**src/rtl/alu_arbiter.sv**
```systemverilog
// alu_arbiter: two-requester front end sharing one combinational ALU (IDLE -> EXEC -> RESP).
// Define ALU_ARB_FIXED_PRIO_EN for fixed priority (req0 always wins); default is round-robin.
module alu_arbiter #(
    parameter int WIDTH = 32,
    parameter int OPW   = 4
) (
    input  logic             clk,
    input  logic             rst,
    input  logic             req0_valid,
    input  logic [OPW-1:0]   req0_op,
    input  logic [WIDTH-1:0] req0_a,
    input  logic [WIDTH-1:0] req0_b,
    output logic             req0_ready,
    input  logic             req1_valid,
    input  logic [OPW-1:0]   req1_op,
    input  logic [WIDTH-1:0] req1_a,
    input  logic [WIDTH-1:0] req1_b,
    output logic             req1_ready,
    output logic [OPW-1:0]   alu_op,
    output logic [WIDTH-1:0] alu_ina,
    output logic [WIDTH-1:0] alu_inb,
    input  logic [WIDTH-1:0] alu_out,
    input  logic             alu_zero,
    output logic             resp_valid,
    output logic             resp_id,
    output logic [WIDTH-1:0] resp_data,
    output logic             resp_zero,
    input  logic             resp_ready
);
    typedef enum logic [1:0] {IDLE, EXEC, RESP} state_t;
    state_t           state;
    logic             gnt;
    logic             last;
    logic             pick1;
    logic             take;
    logic [OPW-1:0]   op_r;
    logic [WIDTH-1:0] a_r;
    logic [WIDTH-1:0] b_r;
`ifdef ALU_ARB_FIXED_PRIO_EN
    assign pick1 = req1_valid && !req0_valid;
`else
    assign pick1 = req1_valid && (!req0_valid || !last);
`endif
    // rst gates ready directly: the async reset holds state at IDLE, which alone would not block it
    assign take       = state == IDLE && !rst && (req0_valid || req1_valid);
    assign req0_ready = take && !pick1;
    assign req1_ready = take && pick1;
    assign alu_op     = op_r;
    assign alu_ina    = a_r;
    assign alu_inb    = b_r;
    always_ff @(posedge clk or posedge rst) begin
        if (rst) begin
            state      <= IDLE;
            gnt        <= 1'b0;
            last       <= 1'b1;
            op_r       <= '0;
            a_r        <= '0;
            b_r        <= '0;
            resp_valid <= 1'b0;
            resp_id    <= 1'b0;
            resp_data  <= '0;
            resp_zero  <= 1'b0;
        end else begin
            case (state)
                IDLE: if (take) begin
                    gnt   <= pick1;
                    op_r  <= pick1 ? req1_op : req0_op;
                    a_r   <= pick1 ? req1_a : req0_a;
                    b_r   <= pick1 ? req1_b : req0_b;
                    state <= EXEC;
                end
                EXEC: begin
                    resp_data  <= alu_out;
                    resp_zero  <= alu_zero;
                    resp_id    <= gnt;
                    resp_valid <= 1'b1;
                    state      <= RESP;
                end
                RESP: if (resp_ready) begin
                    resp_valid <= 1'b0;
                    last       <= resp_id;
                    state      <= IDLE;
                end
                default: state <= IDLE;
            endcase
        end
    end
endmodule

```
**config.mk**
```make
export PLATFORM = sky130hd
export DESIGN_NAME = alu_arbiter
export DESIGN_NICKNAME = d
export VERILOG_FILES = /design/src/rtl/alu_arbiter.sv
export SDC_FILE = /design/constraint.sdc
export NUM_CORES = 1
export LEC_CHECK = 0
export CAP_MARGIN = 5
export CORE_AREA = 2 2 110 112
export DETAILED_ROUTE_END_ITERATION = 7
export DIE_AREA = 0 0 112 114
export GPL_TIMING_DRIVEN = 0
export HOLD_SLACK_MARGIN = 0.15
export PLACE_DENSITY = 0.82
export SYNTH_ARGS = -nofsm -noshare
export SYNTH_HDL_FRONTEND = slang
export SYNTH_SLANG_ARGS = --single-unit
```
**constraint.sdc**
```tcl
create_clock -name clk -period 7.41 [get_ports clk]
set_input_delay 0.741 -clock clk [delete_from_list [all_inputs] [get_ports clk]]
set_output_delay 0.741 -clock clk [all_outputs]
set_load 0.02 [all_outputs]
```
Word level (Yosys, flattened, before mapping) --
Cells that the tools add are included.
Operators by class: eq/ne operators 4, multiplexer cells 8, reduce and logical (&&, ||, !) cells 17
Operators by type and width (count):
- two-way mux 32 bit | 2
- AND reduction 2 bit | 4
- case mux 2 bit (3 select lines) | 1
- logical AND 1 bit | 5
- logical NOT 1 bit | 4
- two-way mux 2 bit | 2
- two-way mux 4 bit | 1
- != test 2 bit (second input constant) | 2
- equality test 2 x 1 -> 1 bit (second input constant) | 1
- equality test 2 bit (second input constant) | 1
- logical NOT 2 bit | 1
- logical OR 1 bit | 2
- case mux 1 bit (2 select lines) | 1
- nonzero test 2 bit | 1
- two-way mux 1 bit | 1
Storage, ports and cells: register bits after elaboration 107, bits of input ports 174, output and inout port bits 105, logic and storage cells 39

Longest topological paths before layout --
Gate-level depths: netlist (run 1).
depth in word-level cells 5, gate-level depth with buffers 6, depth with buffers taken out 3

Worst setup path after synthesis (run 1) --
OpenSTA, ideal clock, no wires.
path type input port to output port, start point input port rst, end point output port req0_ready, arrival time 1.979 ns, data required time 6.669 ns, path slack 4.690 ns, stages on the path 5, buffers on the path 3, cells stage by stage or3_1 buf_2 buf_6 buf_6 nor3b_1
On the way: cells in the longest elaborated chain, start to end 4
RTL lines:
- start: declaration | RTL line 8 | input logic rst,
- logical NOT 1 bit (no source line)
- logical AND 1 bit (2 in series) | RTL line 45 | assign take = state == IDLE && !rst && (req0_valid || req1_valid);
- logical AND 1 bit | RTL line 46 | assign req0_ready = take && !pick1;
- end: declaration | RTL line 13 | output logic req0_ready,
No other way between the ends.

Worst setup path after layout (run 1) --
Ends and elaborated chain as after synthesis.

==> results of run 1 <==
==> layer usage <==
layer	vias to the layer above	wire length [microns]
li1	2099	-
met1	2134	5970
met2	209	8060
met3	34	1370
met4	0	477
met5	-	0
==> worst min-delay path by stage <==
stage                             start       endpoint  slack [ns]
after floorplan                     gnt            gnt        0.44
after global placement              gnt            gnt        0.46
after detailed placement            gnt            gnt        0.48
after CTS                           gnt            gnt        0.50
after global routing      resp_data[10]  resp_data[10]        0.52
final                               gnt            gnt        0.49
==> critical path, cell delays in order <==
cell and delay (ns):
clkdlybuf4s50_1 0.48, or3_1 0.32, buf_2 0.20, buf_6 0.16
buf_6 0.15, nor3b_1 0.18, clkdlybuf4s50_1 0.63
==> cell families after synthesis <==
| group | Yosys count |
|---|---|
| AO/OA/AOI/OAI | 72 |
| buffers and inverters | 46 |
| flip-flops | 107 |
| multiplexers | 35 |
| AND/OR/NAND/NOR | 147 |
==> power by group <==
part / switching [mW] / leakage, nW / total (mW) / internal (mW)
registers: 0.164 / 1.30 / 1.03 / 0.863
logic: 0.719 / 1.81 / 1.51 / 0.794
clock network: 0.219 / 0.166 / 0.552 / 0.333
==> Yosys cell counts (all sizes together) <==
cell type	count
nand3b	1
nor3b	2
or2	1
and3	1
nor3	69
a21o	1
dfstp	1
a21oi	2
mux2	35
inv	3
a221o	68
nor2b	2
o21ai	1
dfrtp	106
nand2	70
or3	1
clkbuf	26
buf	17
==> layout make-up <==
class	instances	area [sq um]
clock inverter	7	124
inverter	3	13.8
fill	907	3690
multi-input combinational	254	1800
tap	147	184
sequential	107	2680
buffer	43	193
clock buffer	9	225
timing repair buffer	278	2800
==> sequential cells by signal, summed over array words and instances (netlist names) <==
| signal | flops |
|---|---|
| alu_ina | 32 |
| alu_inb | 32 |
| resp_data | 32 |
| alu_op | 4 |
| state | 2 |
| gnt | 1 |
| last | 1 |
| resp_id | 1 |
| resp_valid | 1 |
| resp_zero | 1 |
==> per-stage QoR <==
| step | std cells | total power [mW] |
|---|---|---|
| 4_1_cts | 848 | 3.12 |
| 5_1_grt | 848 | 3.24 |
| 3_3_place_gp | 831 | 2.51 |
| 3_5_place_dp | 832 | 2.55 |
| 2_1_floorplan | 407 | 1.76 |
| 6_report | 848 | 3.09 |
==> placed cells by master, fill, tap and decap left out, drive strengths merged <==
master         synthesis  layout
and3                   1       1
nand3b                 1       1
a21oi                  2       2
or3                    1       1
a21o                   1       1
buf                   17      18
nor2b                  2       2
mux2                  35      35
inv                    3       4
nand2                 70      70
or2                    1       1
nor3b                  2       2
clkinv                 0       2
clkdlybuf4s50          0     277
nor3                  69      69
clkinvlp               0       1
dfrtp                106     106
o21ai                  1       1
a221o                 68      68
dfstp                  1       1
bufinv                 0       3
clkbuf                26      35
==> flow_summary.ini, run 1 <==
[timing]
holdWs_ns = 0.494
fmax_mhz = 277
maxSlewHeadroom = 0.448
drv_slew = 0
period_share = 0.487
setup_slack_ns = 3.80
setup_tns_ns = 0
min_period_ns = 3.61
tightest_slew_ns = 0.823
hold_violations = 0
clock_skew_ns = 0.00437
rsz0062_at_grt = false
setup_violations = 0

[global_route]
grt_use_met2 = 0.448
track_usage = 0.251
grt_overflow_total = 0
grt_use_met1 = 0.286
grt_first_pass_wirelength_microns = 25200
grt_max_degree = 68
grt_antenna_before_repair = 0
busiest_layer = met2
use_met3 = 0.0707
grt_pass1_vias = 4767

[place]
dp_hpwl_microns = 12100
post-place-ws_ns = 3.79
placed_cell_area_sq_mm = 0.00767
io_buffer_count = 277
gp_congestion = 0.837

[route]
post_drt_via_cell_ratio = 5.28
drtIter0Drc = 178
drt_pass1_iterations = 4
via_count = 4476
postRouteAntennaNets = 0
wl_per_cell_microns = 18.7
wl_microns = 15900
drc = 0

[floorplanning]
rows = 40
coreArea_sq_mm = 0.0117
ioPinCount = 279
start_util = 0.400
die_width_microns = 112
die_area_sq_mm = 0.0128
die_h_microns = 114

[finish]
final_nets = 870
area_growth_pct = 71.2
fin_area_sq_mm = 0.00802
num_antenna_cells = 0
fin_util = 0.685
drive_gt1_frac = 0.113

[logic_synthesis]
synth_top_cell_by_area = dfrtp_1
muxShareOfSynthArea = 0.0841
yosysTopAreaCellShare = 0.566
syn_inst = 407
syn_area_sq_mm = 0.00469
syn_nets = 581
synth_fa_ha_area_frac = 0
synth_top_family_by_area = simple AND/OR/NAND/NOR gates
avgSynthCellArea_sq_um = 11.5
synth-xor-area-share = 0
synth_warnings = 0
yosys-top-cells-area = dfrtp_1, a221o_1, mux2_2
ys_types = 21
ys_seq_area_frac = 0.572
synth_compound_area_frac = 0.150
synth_seq_cells = 107
synth_simple_gate_area_frac = 0.151

[worst_setup_path]
critPathKind = input port to output port
cp.required_ns = 6.67
end_kind = output port
cp.arrival_ns = 2.87
startpoint = rst
r2r_start = state[1]
ff2ff_setup_slack_ns = 5.48
path_max_fanout = 10
start_kind = input port
crit_end = req0_ready
r2r-end = alu_inb[13]
ff2ff_path_depth = 4

[clock_tree]
postCtsSetupRepairBufs = 0
insertion_delay_ns = 0.34
ctsHoldBuffers = 0
htreeDepth = 3
cts_resized = 0
numCtsBuffers = 9
clk_path_buf_depth = 2
clock-sinks = 107
root_buffer = clkbuf_16
cts_tree = done
clk_pin_slew_ns = 0.07

[power]
p_leak_nw = 3.28
ir_worst_vdd_mv = 0.220
p_per_area_mw_per_mm2 = 385

[worst_hold_path]
holdPathStages = 1
hold_path.class = flip-flop to flip-flop

[run_status]
status = completed

[run]
cap_violations = 0
Power figures use the tool's default switching activity.
==> inputs of run 2 (changes only) <==
--- a/config.mk
+++ b/config.mk
@@ -6,12 +6,12 @@
 export NUM_CORES = 1
 export LEC_CHECK = 0
 export CAP_MARGIN = 5
-export CORE_AREA = 2 2 110 112
+export CORE_AREA = 2 2 115 117
 export DETAILED_ROUTE_END_ITERATION = 7
-export DIE_AREA = 0 0 112 114
+export DIE_AREA = 0 0 117 119
 export GPL_TIMING_DRIVEN = 0
 export HOLD_SLACK_MARGIN = 0.15
-export PLACE_DENSITY = 0.82
+export PLACE_DENSITY = 0.75
 export SYNTH_ARGS = -nofsm -noshare
 export SYNTH_HDL_FRONTEND = slang
 export SYNTH_SLANG_ARGS = --single-unit
==> constraint.sdc (replaced) <==
create_clock -name clk -period 3.4 [get_ports clk]
set_input_delay 0.34 -clock clk [delete_from_list [all_inputs] [get_ports clk]]
set_output_delay 0.34 -clock clk [all_outputs]
set_load 0.02 [all_outputs]
==> run 2 against run 1 <==
Against the previous run:
- combinational power up 120%
- hold slack worse by 0.015 ns
- setup slack worse by 3.2 ns
- final area fell by 0.27%
- sequential share of layout area increased by 0.089 points
- critical endpoint unchanged
- largest cell class unchanged
- clock skew grew 0.0064 ns
- sequential power increased by 120%
- routed wire length fell by 0.54%
==> flow_summary.ini, run 2 (same netlist as run 1, synthesis figures left out) <==
[clock_tree]
clock-sinks = 107
postCtsSetupRepairBufs = 0
insertion_delay_ns = 0.35
htreeDepth = 3
cts_tree = done
clk_pin_slew_ns = 0.08
numCtsBuffers = 9
root_buffer = clkbuf_16
ctsHoldBuffers = 0
cts_resized = 0
clk_path_buf_depth = 2

[floorplanning]
die_h_microns = 119
start_util = 0.364
coreArea_sq_mm = 0.0129
rows = 42
die_area_sq_mm = 0.0139
ioPinCount = 279
die_width_microns = 117

[route]
drc = 0
wl_per_cell_microns = 18.0
via_count = 4457
postRouteAntennaNets = 0
drt_pass1_iterations = 4
post_drt_via_cell_ratio = 5.08
drtIter0Drc = 230
wl_microns = 15800

[timing]
hold_violations = 0
drv_slew = 0
min_period_ns = 2.85
rsz0062_at_grt = false
maxSlewHeadroom = 0.536
period_share = 0.837
setup_tns_ns = 0
fmax_mhz = 351
clock_skew_ns = 0.0108
tightest_slew_ns = 0.692
setup_violations = 0

[worst_hold_path]
hold_path.class = input port to asynchronous set/reset pin

[finish]
final_cell_mix = clkdlybuf4s50_1, dfrtp_1, nand2_1
drive_gt1_frac = 0.113
fillers = 1060
fin_util = 0.621
final_nets = 870
layout_commonest_cell = clkdlybuf4s50_1
num_antenna_cells = 0
area_growth_pct = 70.7
fin_area_sq_mm = 0.00800

[global_route]
grt_first_pass_wirelength_microns = 23900
grt_overflow_total = 0
grt_pass1_vias = 4537
grt_max_degree = 62
grt_antenna_before_repair = 0
track_usage = 0.223

[worst_setup_path]
ff2ff_path_depth = 4
critPathKind = flip-flop to output port
startpoint = state[0]
cp.required_ns = 3.06
r2r_start = state[1]
cp.arrival_ns = 2.51
end_kind = output port
start_kind = flip-flop
path_max_fanout = 10

[power]
p_leak_nw = 3.26
ir_worst_vdd_mv = 0.370
p_per_area_mw_per_mm2 = 820

[place]
placed_cell_area_sq_mm = 0.00771
io_buffer_count = 277
dp_hpwl_microns = 12000
gp_congestion = 0.825

[run]
cap_violations = 0

[run_status]
status = completed
run 2: cell types whose count changed in the layout (fill, tap and decap cells not counted):
cell        delta
inv_8          +2
clkinvlp_4     -1
bufinv_16      -3
inv_6          +1
clkinv_4       +1
run 2: final cells by class:
type	count	area [sq um]	area share
Buffer	43	193	0.0241
Clock buffer	9	225	0.0281
Clock inverter	7	66.3	0.00829
Inverter	3	13.8	0.00172
Multi-Input combinational cell	254	1800	0.225
Sequential cell	107	2680	0.335
Tap cell	176	220	0.0275
Timing Repair Buffer	278	2800	0.350
run 2: worst max-delay path, cell delays in order (launching register included):
cell and delay, ns:
dfrtp_1 0.43, or3_1 0.38, buf_2 0.20, buf_6 0.16, buf_6 0.15, nor3b_1 0.19
clkdlybuf4s50_1 0.65
run 2: routing by layer:
layer / global-route usage / vias up / share of wire / wire [microns]
met4: 0.0647 / 0 / 0.015 / 229
li1: - / 2095 / - / -
met5: 0 / - / 0 / 0
met1: 0.270 / 2134 / 0.39 / 6170
met3: 0.0687 / 18 / 0.088 / 1400
met2: 0.380 / 210 / 0.51 / 7990
run 2: final timing paths:
| check | to | slack (ns) |
|---|---|---|
| setup / recovery | req0_ready | 0.55 |
| hold / removal | alu_inb[13] | 0.48 |
| setup reg to reg | alu_ina[31] | 1.55 |
| hold reg to reg | gnt | 0.49 |
| max in group asynchronous | alu_inb[3] | 2.23 |
| min in group clk | gnt | 0.49 |
run 2: where the power goes:
part | switching, mW | internal [mW] | total (mW)
combinational | 1.56 | 1.73 | 3.29
clock | 0.519 | 0.518 | 1.04
sequential | 0.359 | 1.88 | 2.24
run 2: through the flow:
step | instances | power (mW) | hold slack, ns | setup WS, ns
floorplan | 407 | 3.83 | 0.444 | 0.244
global placement | 860 | 5.49 | 0.458 | -1.36
detailed placement | 861 | 5.57 | 0.473 | 0.565
CTS | 877 | 6.62 | 0.485 | 0.522
global route | 877 | 6.89 | 0.522 | 0.417
finish | 877 | 6.56 | 0.478 | 0.553
==> inputs of run 3 (changes only) <==
==> constraint.sdc (replaced) <==
create_clock -name clk -period 2.8 [get_ports clk]
set_input_delay 0.28 -clock clk [delete_from_list [all_inputs] [get_ports clk]]
set_output_delay 0.28 -clock clk [all_outputs]
set_load 0.02 [all_outputs]
==> run 3 against run 2 <==
Against the previous run:
- routed wire length shrank 1.3%
- setup slack lost 0.35 ns
- clock power increased by 17%
- highest routed layer unchanged
- final area grew 0.16%
- sequential share of layout area down 0.052 points
- via count rose by 0.74%
- clock-buffer cell count is the same
- largest cell class unchanged
- non-clock buffer count up 1
- power is 21% higher
- clock skew shrank 0.0019 ns
- global-route usage down 0.31 points
==> flow_summary.ini, run 3 (same netlist as run 1, synthesis figures left out) <==
[global_route]
grt_max_degree = 43
grt_antenna_before_repair = 0
grt_overflow_total = 0
grt_pass1_vias = 4658
grt_first_pass_wirelength_microns = 23800
track_usage = 0.220

[timing]
min_period_ns = 2.60
maxSlewHeadroom = 0.480
drv_slew = 0
clock_skew_ns = 0.00894
tightest_slew_ns = 0.775
rsz0062_at_grt = false
setup_tns_ns = 0
setup_violations = 0
fmax_mhz = 385
holdWs_ns = 0.411
hold_violations = 0
setup_slack_ns = 0.204
period_share = 0.927

[place]
gp_congestion = 0.804
dp_cells = 862
io_buffer_count = 277
dp_hpwl_microns = 12200
placed_cell_area_sq_mm = 0.00772
post-place-ws_ns = 0.0995

[floorplanning]
coreArea_sq_mm = 0.0129
die_width_microns = 117
start_util = 0.364
ioPinCount = 279
rows = 42
die_h_microns = 119
die_area_sq_mm = 0.0139

[route]
drt_pass1_iterations = 5
wl_microns = 15600
drc = 0
postRouteAntennaNets = 0
post_drt_via_cell_ratio = 5.11
via_count = 4490
wl_per_cell_microns = 17.7
drtIter0Drc = 229

[run]
cap_violations = 0

[worst_setup_path]
cp.arrival_ns = 2.32
start_kind = flip-flop
r2r_start = state[1]
cpPeakStageDelay_ns = 0.64
cp_common_cell = buf_2
r2r-end = alu_inb[1]
ff2ff_setup_slack_ns = 0.91
critPathKind = flip-flop to output port
cp_slowest_cell = clkdlybuf4s50_1
path_max_fanout = 10
end_kind = output port
cp.required_ns = 2.52
cp_cell_sequence = nor3_1 > and3_1 > buf_2 > buf_2 > clkdlybuf4s50_1
ff2ff_path_depth = 4

[clock_tree]
htreeDepth = 3
numCtsBuffers = 9
insertion_delay_ns = 0.34
clk_path_buf_depth = 2
clock-sinks = 107
root_buffer = clkbuf_16
postCtsSetupRepairBufs = 0
cts_tree = done
clk_pin_slew_ns = 0.08

[finish]
fin_area_sq_mm = 0.00801
instances_no_fill = 878
final_cell_mix = clkdlybuf4s50_1, dfrtp_1, nand2_1
area_growth_pct = 71.0
layout_commonest_cell = clkdlybuf4s50_1
final_nets = 871
drive_gt1_frac = 0.114
num_antenna_cells = 0
fin_util = 0.622
fillers = 1060

[power]
p_per_area_mw_per_mm2 = 988
power_mw = 7.92
ir_worst_vdd_mv = 0.375
p_leak_nw = 3.27

[run_status]
status = completed

[worst_hold_path]
hold_path.class = input port to asynchronous set/reset pin
run 3: changes by cell type in the layout (fill, tap and decap cells not counted):
cell             delta
buf_12              +2
clkinvlp_4          +2
buf_16              -1
clkdlybuf4s50_1     -1
clkinv_4            +1
dlymetal6s2s_1      +1
inv_4               -1
inv_6               -1
inv_8               -1
run 3: report_power, final:
| group | internal, mW | switching [mW] |
|---|---|---|
| Sequential | 2.28 | 0.432 |
| Clock | 0.620 | 0.597 |
| Combinational | 2.10 | 1.89 |
| Total | 5.01 | 2.92 |
run 3: worst max-delay path by stage:
stage	startpoint	endpoint	slack, ns	cells past startpoint
3_5_place_dp	rst	req0_ready	0.1	7
3_3_place_gp	rst	req0_ready	0.11	7
4_1_cts	state[1]	req0_ready	0.01	6
6_report	state[1]	req1_ready	0.20	5
5_1_grt	state[1]	req1_ready	0.07	5
2_1_floorplan	state[0]	req0_ready	0.83	5
run 3: worst max-delay path: cells and delay by family, from the launching register on:
kind | cells | cell delay [ns]
buffers and inverters | 3 | 1.11
flip-flops | 1 | 0.45
AND/OR/NAND/NOR | 2 | 0.42
run 3: timing repair:
item | CTS | global route
hold buffers | 0 | 0
gates resized for setup | 0 | 1
endpoints found under the setup margin | 0 | 1
run 3: final cells by class:
| class | count | area [sq um] | share of cell area |
|---|---|---|---|
| buffer | 43 | 193 | 0.0240 |
| sequential | 107 | 2680 | 0.334 |
| timing repair buffer | 279 | 2820 | 0.351 |
| tap | 176 | 220 | 0.0275 |
| inverter | 3 | 15.0 | 0.00187 |
| clock inverter | 7 | 62.6 | 0.00781 |
| clock buffer | 9 | 225 | 0.0281 |
| multi-input combinational | 254 | 1800 | 0.225 |
run 3: per-layer routing:
layer / GRT usage / share of wire
met3: 0.0606 / 0.090
met2: 0.387 / 0.50
met1: 0.255 / 0.38
met5: 0 / 0
met4: 0.0735 / 0.027
